--- src/rtl/instruction_fetch.sv ---
// Instruction fetch: issues word-aligned reads, buffers returned words
// with their addresses, and discards in-flight reads after a redirect.
module instruction_fetch #(
    parameter logic [31:0] RESET_PC   = 32'h0000_0000,
    parameter int unsigned FIFO_DEPTH = 4
) (
    input  logic        clk,
    input  logic        rst,
    output logic        mem_req_valid,
    input  logic        mem_req_ready,
    output logic [0:31] mem_req_addr,
    input  logic        mem_rsp_valid,
    input  logic [0:31] mem_rsp_data,
    input  logic        redirect_valid,
    input  logic [0:31] redirect_addr,
    output logic        instruction_valid,
    input  logic        instruction_ready,
    output logic [0:31] instruction,
    output logic [0:31] instruction_pc
);
    localparam int unsigned AW = $clog2(FIFO_DEPTH);
    localparam int unsigned CW = AW + 1;

    typedef enum logic {
        FETCH = 1'b0,
        DRAIN = 1'b1
    } state_e;

    state_e        state_q, state_d;
    logic [31:0]   pc_q, pc_d;
    logic [CW-1:0] count_q, count_d;
    logic [CW-1:0] out_q, out_d;
    logic [CW-1:0] drop_q, drop_d;
    logic [AW-1:0] wptr_q, wptr_d;
    logic [AW-1:0] rptr_q, rptr_d;

    logic [31:0]   word_mem [FIFO_DEPTH];
    logic [31:0]   addr_mem [FIFO_DEPTH];

    logic          req_fire;
    logic          rsp_ok;
    logic          push;
    logic          pop;
    logic [CW:0]   occupancy;
    logic [31:0]   rsp_pc;
    logic          unused_addr_lsbs;

    assign unused_addr_lsbs = ^redirect_addr[30:31];

    // Buffered plus in-flight words bound the number of new requests.
    assign occupancy = {1'b0, out_q} + {1'b0, count_q};

    assign mem_req_valid = rst && (state_q == FETCH)
                           && (occupancy < (CW+1)'(FIFO_DEPTH));
    assign mem_req_addr  = pc_q;

    assign req_fire = mem_req_valid && mem_req_ready;
    assign rsp_ok   = mem_rsp_valid && (out_q != '0);
    assign push     = rsp_ok && (state_q == FETCH) && !redirect_valid;
    assign pop      = instruction_valid && instruction_ready;

    // In FETCH every outstanding read belongs to one sequential run
    // ending just below pc, so the oldest one sits out_q words back.
    assign rsp_pc = pc_q - (32'(out_q) << 2);

    assign instruction_valid = rst && (count_q != '0);
    assign instruction       = instruction_valid ? word_mem[rptr_q] : '0;
    assign instruction_pc    = instruction_valid ? addr_mem[rptr_q] : '0;

    // Next-state for pc, counters, FIFO pointers and the FETCH/DRAIN FSM.
    always_comb begin
        state_d = state_q;
        pc_d    = pc_q;
        drop_d  = drop_q;
        wptr_d  = wptr_q;
        rptr_d  = rptr_q;
        out_d   = out_q + CW'(req_fire) - CW'(rsp_ok);
        count_d = count_q + CW'(push) - CW'(pop);

        if (req_fire) begin
            pc_d = pc_q + 32'd4;
        end
        if (push) begin
            wptr_d = wptr_q + AW'(1);
        end
        if (pop) begin
            rptr_d = rptr_q + AW'(1);
        end

        unique case (state_q)
            FETCH: begin
                state_d = FETCH;
            end
            DRAIN: begin
                if (rsp_ok && (drop_q != '0)) begin
                    drop_d = drop_q - CW'(1);
                end
                if (drop_d == '0) begin
                    state_d = FETCH;
                end
            end
        endcase

        if (redirect_valid) begin
            pc_d    = {redirect_addr[0:29], 2'b00};
            count_d = '0;
            wptr_d  = '0;
            rptr_d  = '0;
            drop_d  = out_d;
            state_d = (out_d != '0) ? DRAIN : FETCH;
        end
    end

    // State registers, cleared asynchronously.
    always_ff @(posedge clk or negedge rst) begin
        if (!rst) begin
            state_q <= FETCH;
            pc_q    <= RESET_PC;
            count_q <= '0;
            out_q   <= '0;
            drop_q  <= '0;
            wptr_q  <= '0;
            rptr_q  <= '0;
        end else begin
            state_q <= state_d;
            pc_q    <= pc_d;
            count_q <= count_d;
            out_q   <= out_d;
            drop_q  <= drop_d;
            wptr_q  <= wptr_d;
            rptr_q  <= rptr_d;
        end
    end

    // Buffer storage; contents are masked at the outputs when empty.
    always_ff @(posedge clk) begin
        if (push) begin
            word_mem[wptr_q] <= mem_rsp_data;
            addr_mem[wptr_q] <= rsp_pc;
        end
    end

endmodule

--- config.mk ---
export PLATFORM = sky130hd
export DESIGN_NAME = instruction_fetch
export DESIGN_NICKNAME = d
export VERILOG_FILES = /design/src/rtl/instruction_fetch.sv
export SDC_FILE = /design/constraint.sdc
export NUM_CORES = 1
export LEC_CHECK = 0
export CAP_MARGIN = 10
export CORE_MARGIN = 2
export CORE_UTILIZATION = 30
export CTS_CLUSTER_DIAMETER = 150
export DETAILED_ROUTE_END_ITERATION = 6
export PLACE_DENSITY_LB_ADDON = 0.1
export SYNTH_ARGS = -nofsm -noshare
export SYNTH_HDL_FRONTEND = slang
export SYNTH_SLANG_ARGS = --single-unit
--- constraint.sdc ---
create_clock -name clk -period 2.8 [get_ports clk]
set_input_delay 0.56 -clock clk [delete_from_list [all_inputs] [get_ports clk]]
set_output_delay 0.56 -clock clk [all_outputs]
set_load 0.005 [all_outputs]
==> flow_metrics.py, run 1 <==
metrics = {
    "run_status": {
        "outcome": "finished, final reports clean",
    },
    "timing": {
        "max_freq_mhz": 360,
        "holdWs_ns": 0.196,
        "worst_slew_pin_slew_ns": 0.499,
        "finalCritPeriodShare": 0.991,
        "setup_viol": 0,
        "fin_skew_ns": 0.0220,
        "setup_tns_ns": 0,
        "post-route-min-period_ns": 2.77,
        "slew_headroom": 0.666,
        "hold_violations": 0,
        "final.setup.worst_slack_ns": 0.0251,
        "finalMaxSlewViolations": 0,
        "rsz0062_at_grt": "yes",
    },
    "setup_path": {
        "slowest_stage": "dfrtp_4",
        "critical_path_class": "register to output pin",
        "critical_path_peak_fanout": 6,
        "start_kind": "register",
        "r2r-end": "state_q",
        "max_stage_delay_ns": 0.52,
        "crit_required_ns": 2.24,
        "ff2ff_setup_slack_ns": 0.16,
        "crit_chain": "buf_12 -> buf_8 -> buf_6 -> mux4_2 -> and2_1 -> buf_2",
        "crit_path_end_kind": "output pin",
        "arrival_ns": 2.21,
        "reg2regPathDepth": 10,
        "r2r_start": "count_q[2]",
        "cp_top_family": "flip-flops",
        "crit_buf_inv": 4,
    },
    "route": {
        "vias": 7327,
        "wl_per_cell_um": 20.7,
        "via_per_inst": 4.63,
        "ant_nets": 0,
        "drt-total-wl_um": 32700,
        "drtIter0Drc": 324,
        "first_pass_iters": 4,
        "drc_errors": 0,
    },
    "final_layout": {
        "postLayoutCoreUtil": 0.404,
        "fillCellCount": 3899,
        "nNetsFinal": 1106,
        "register_area_um2": 8560,
        "multiInputGateArea_um2": 3990,
        "drive_above_1_share": 0.301,
        "syn_to_final_growth_pct": 32.9,
        "antennaDiodeCount": 0,
        "fin_cells": 1582,
        "final_cell_area_um2": 16900,
    },
    "synthesis": {
        "synth-compound-area-share": 0.0156,
        "yosys_most_used_dff": "edfxtp_1",
        "syn-cell-area_um2": 12800,
        "ys_ff_latch": 292,
        "synth_top_family_by_area": "multiplexers",
        "ys_seq_area_frac": 0.670,
        "synth_adder_area_share": 0.0204,
        "synthArstFlopShare": 0.151,
        "yosys_warnings": 0,
        "yosys.area_share.simple": 0.108,
        "synth-xor-area-share": 0.0440,
        "synthCells": 783,
        "yosysUniqueCellTypes": 50,
        "synth_mux_area_frac": 0.113,
        "avgSynthCellArea_um2": 16.3,
        "synth-edff-count": 248,
    },
    "power": {
        "ir_worst_vdd_mv": 0.315,
        "pwr_density_cell_nw_per_um2": 756,
        "leakage_nw": 6.01,
        "p_total_mw": 12.8,
    },
    "place": {
        "place_congestion": 0.733,
        "detailed_place.area_um2": 15400,
        "pre_cts_ws_ns": 0.0884,
        "dp_cells": 1489,
        "port_buffers": 161,
        "hpwl_um": 20700,
    },
    "min_path": {
        "hold_path_class": "input pin to asynchronous set/reset pin",
    },
    "clock_tree": {
        "numCtsBuffers": 35,
        "insertion_delay_ns": 0.52,
        "cts_tree": "done",
        "cts.sink_count": 292,
        "root_buffer": "clkbuf_16",
        "cts_buffer_depth": 3,
        "hold_buffers": 0,
        "htree_levels": 2,
        "cts.clk_slew.worst_paths_ns": 0.05,
    },
    "global_route": {
        "antenna_found_initial": 0,
        "met3_usage": 0.0267,
        "grt_pass1_wl_um": 49100,
        "track_usage": 0.148,
        "grt_most_used_layer": "met2",
        "grt_pass1_vias": 7904,
        "grt.overflow.total": 0,
        "met1_usage": 0.207,
        "grtUsageMet2": 0.242,
        "grt_max_degree": 39,
    },
    "floorplanning": {
        "die-area_um2": 44200,
        "rows": 75,
        "die_w_um": 210,
        "start_util": 0.304,
        "core_area_um2": 41900,
        "ioPinCount": 168,
        "die_y_um": 210,
    },
    "flow_run": {
        "maxCapViolCount": 0,
    },
}
[cell usage after synthesis, types with 3 or more instances]
cell type    n  area [µm²]
edfxtp_1   248        7450
and2_1      66         413
mux4_2      62        1400
nand2_1     54         203
dfrtp_1     44        1100
xnor2_1     44         385
o21ai_0     27         135
clkbuf_1    24        90.1
xor2_1      20         175
inv_1       19        71.3
nor2_1      19        71.3
ha_1        16         200
nor3_1      16        80.1
nand3_1     14        70.1
buf_2       11        55.1
nor4_1      11        68.8
nand4_1     10        62.6
and3_1       9        56.3
and4_1       5        43.8
buf_4        5        37.5
clkbuf_8     4        55.1
or4_4        4        45.0
a21oi_1      3        15.0
buf_6        3        33.8
fa_1         3        60.1
mux2_2       3        33.8
nand2b_1     3        18.8
nand4_2      3        37.5
nor4_2       3        37.5
nor4_4       3        63.8
[state kept, by name, indices dropped and copies added (netlist names)]
register / count
word_mem: 128
addr_mem: 120
mem_req_addr: 30
count_q: 3
drop_q: 3
out_q: 3
rptr_q: 2
wptr_q: 2
state_q: 1
[worst max path at each step]
| stage | slack, ns | start | cells past startpoint | end |
|---|---|---|---|---|
| floorplan | 0.14 | count_q[2] | 9 | state_q |
| global placement | 0.05 | mem_req_ready | 8 | state_q |
| detailed placement | 0.09 | mem_req_ready | 8 | state_q |
| CTS | -0.11 | rptr_q[0] | 6 | instruction_pc[20] |
| global route | -0.04 | rptr_q[0] | 6 | instruction_pc[14] |
| finish | 0.03 | rptr_q[0] | 6 | instruction_pc[14] |
[cell usage in the layout, fill, tap and decap left out, types with 16 or more instances in the layout]
| cell type | synthesis | layout |
|---|---|---|
| buf_12 | 0 | 20 |
| mux4_2 | 62 | 62 |
| dfrtp_1 | 44 | 40 |
| inv_1 | 19 | 19 |
| and2_1 | 66 | 23 |
| buf_2 | 11 | 19 |
| clkbuf_16 | 0 | 37 |
| o21ai_0 | 27 | 27 |
| and2_4 | 0 | 43 |
| xnor2_1 | 44 | 44 |
| buf_4 | 5 | 45 |
| xor2_1 | 20 | 20 |
| nand2_1 | 54 | 54 |
| ha_1 | 16 | 16 |
| clkdlybuf4s50_1 | 0 | 96 |
| edfxtp_1 | 248 | 248 |
| nor2_1 | 19 | 19 |
| nor3_1 | 16 | 16 |
[report_power, final]
part | total [mW] | internal, mW | switching [mW]
combinational | 3.05 | 1.66 | 1.39
sequential | 5.22 | 5.05 | 0.170
clock | 4.55 | 2.77 | 1.78
[metal layers]
| metal | vias to the layer above | part of all wire | wire, µm |
|---|---|---|---|
| met5 | - | 0 | 0 |
| met4 | 0 | 0.015 | 486 |
| met3 | 36 | 0.040 | 1310 |
| met2 | 145 | 0.48 | 15500 |
| met1 | 3733 | 0.47 | 15400 |
| li1 | 3413 | - | - |
[what timing repair did]
item	in CTS	in global routing
setup endpoints to repair	63	51
setup buffers	25	3
gates resized for setup	203	43
pin swaps	34	11
cloned	7	2
[final cells by class]
type                    count  share of cell area
clock inverters            24              0.0159
well taps                 539              0.0398
inverters                  19             0.00421
repair buffers            245               0.147
flip-flops and latches    292               0.505
multi-input cells         424               0.236
clock buffers              39              0.0526
[cells by family (layout without fill, tap and decap cells)]
kind of cell	count (synthesis)	count (layout)
xor+xnor	64	64
fa+ha+maj	19	19
flops	292	292
other cells	1	4
mux	66	66
compound gates	37	37
simple gates	234	234
buf+inv	70	327
[worst min-delay path: stages]
cell,delay [ns]
buf_2,0.14
buf_4,0.13
buf_4,0.25
(Power assumes the default switching activity.)
==> inputs of run 2 (changes only) <==
CTS_BUF_LIST = sky130_fd_sc_hd__clkbuf_8   (was not set)
==> run 2 against run 1 <==
The run now ends with setup timing left. Worst setup slack lost 0.12 ns. Non-clock buffer count grew 5. Via count rose by 1.4%. Worst hold slack worse by 0.090 ns. Flip-flop and latch count unchanged. Die area unchanged. Critical path depth increased by 1. Largest cell class unchanged.
==> flow_metrics.py, run 2 (same netlist as run 1, synthesis figures left out) <==
metrics = {
    "run_status": {
        "outcome": "complete, but fails checks",
        "violations": "setup timing",
    },
    "route": {
        "first_pass_iters": 4,
        "drt-total-wl_um": 33100,
        "ant_nets": 0,
        "drtIter0Drc": 326,
        "wl_per_cell_um": 20.5,
        "via_per_inst": 4.61,
        "drc_errors": 0,
        "vias": 7429,
    },
    "final_layout": {
        "antennaDiodeCount": 0,
        "nNetsFinal": 1128,
        "drive_above_1_share": 0.323,
        "final_cell_area_um2": 16900,
        "largest_register": "word_mem",
        "final_common_cell": "edfxtp_1",
        "syn_to_final_growth_pct": 32.4,
        "largest_register_ff_count": 128,
        "layout_common_cells": "248 x edfxtp_1, 95 x clkdlybuf4s50_1, 62 x mux4_2",
    },
    "power": {
        "pwr_density_cell_nw_per_um2": 706,
        "p_int_mw": 8.61,
        "seqPwrFrac": 0.440,
        "leakage_nw": 6.07,
        "power.share.clock": 0.289,
        "comb_power_share": 0.272,
        "switching_share": 0.278,
        "ir_worst_vdd_mv": 0.273,
        "switching_power_mw": 3.31,
    },
    "clock_tree": {
        "numCtsBuffers": 52,
        "htree_levels": 2,
        "cts.sink_count": 292,
        "cts_buffer_depth": 3,
        "cts_tree": "done",
        "cts.clk_slew.worst_paths_ns": 0.06,
        "insertion_delay_ns": 0.62,
        "root_buffer": "clkbuf_8",
        "hold_buffers": 0,
    },
    "timing": {
        "finalCritPeriodShare": 1.03,
        "final.setup.worst_slack_ns": -0.0980,
        "finalMaxSlewViolations": 0,
        "setup_tns_ns": -0.677,
        "worst_slew_pin_slew_ns": 0.506,
        "fin_skew_ns": 0.0257,
        "setup_viol": 15,
        "max_freq_mhz": 345,
        "post-route-min-period_ns": 2.90,
        "rsz0062_at_grt": "yes",
        "slew_headroom": 0.661,
        "hold_violations": 0,
    },
    "setup_path": {
        "crit_required_ns": 2.24,
        "critical_path_class": "register to output pin",
        "start_kind": "register",
        "crit_path_end_kind": "output pin",
        "critical_path_peak_fanout": 4,
        "arrival_ns": 2.34,
        "reg2regPathDepth": 11,
    },
    "global_route": {
        "antenna_found_initial": 0,
        "grt.overflow.total": 0,
        "grt_max_degree": 39,
        "grt_pass1_wl_um": 50100,
        "track_usage": 0.153,
        "grt_pass1_vias": 8050,
    },
    "place": {
        "port_buffers": 161,
        "place_congestion": 0.733,
        "detailed_place.area_um2": 15400,
        "hpwl_um": 20700,
    },
    "flow_run": {
        "maxCapViolCount": 0,
    },
    "floorplanning": {
        "start_util": 0.304,
        "die_y_um": 210,
        "rows": 75,
        "die-area_um2": 44200,
        "die_w_um": 210,
        "core_area_um2": 41900,
        "ioPinCount": 168,
    },
    "min_path": {
        "hold_path_class": "input pin to asynchronous set/reset pin",
    },
}
-- run 2: changes by cell type in the layout (fill, tap and decap cells not counted), moves of 5 or more --
| cell | previous run | this run |
|---|---|---|
| clkbuf_16 | 37 | 0 |
| dlygate4sd2_1 | 14 | 9 |
| inv_1 | 19 | 42 |
| clkbuf_8 | 0 | 53 |
| bufinv_16 | 5 | 0 |
| buf_12 | 20 | 26 |
| buf_6 | 13 | 42 |
| clkdlybuf4s15_1 | 12 | 0 |
| clkbuf_2 | 15 | 3 |
| clkinv_2 | 9 | 4 |
-- run 2: area by class of cell --
type,instances,area [µm²]
clock inverters,36,148
multi-input cells,424,4020
repair buffers,250,2690
well taps,539,674
flip-flops and latches,292,8560
clock buffers,53,729
fillers,3941,25100
inverters,19,71.3
-- run 2: power by group through the flow --
stage,Clock [mW],Sequential (mW),Combinational [mW]
2_1_floorplan,0,5.25,1.43
3_3_place_gp,0,5.34,2.66
3_5_place_dp,0,5.34,2.66
4_1_cts,3.62,5.24,3.32
5_1_grt,3.80,5.26,3.54
6_report,3.44,5.24,3.24
-- run 2: worst paths after layout --
kind / slack (ns) / from / end
hold reg to reg: 0.49 / drop_q[0] / drop_q[0]
setup reg to reg: 0.12 / count_q[2] / count_q[2]
setup / recovery: -0.1 / rptr_q[0] / instruction[22]
min in group clk: 0.41 / redirect_valid / rptr_q[1]
hold / removal: 0.11 / rst / out_q[1]
max in group asynchronous: 1.91 / rst / rptr_q[0]
-- run 2: what timing repair did --
action,4_1_cts,5_1_grt
resized for setup,307,28
gates cloned,9,0
setup endpoints to repair,64,60
setup buffers,27,6
pin swaps,54,9
-- run 2: critical path: stages, from the launching register on --
cell     delay [ns]
dfrtp_4        0.51
buf_12         0.15
buf_12         0.13
buf_16         0.13
buf_12         0.13
mux4_2         0.41
and2_4         0.17
buf_6          0.11
-- run 2: through the flow --
step                power (mW)  utilization  instances  setup slack [ns]  hold slack [ns]
floorplan                 6.67            -        786             0.145            0.264
global route              12.6        0.403       1613            -0.181           0.0882
finish                    11.9        0.403       1613           -0.0980            0.106
global placement          8.00        0.367       1489            0.0523            0.465
CTS                       12.2        0.403       1613            -0.182           0.0631
detailed placement        8.00        0.367       1489            0.0884            0.476
-- run 2: metal layers --
layer,wire (µm),global-route usage
met1,15300,0.207
met2,15900,0.250
met3,1420,0.0372
met4,491,0.0362
met5,0,0
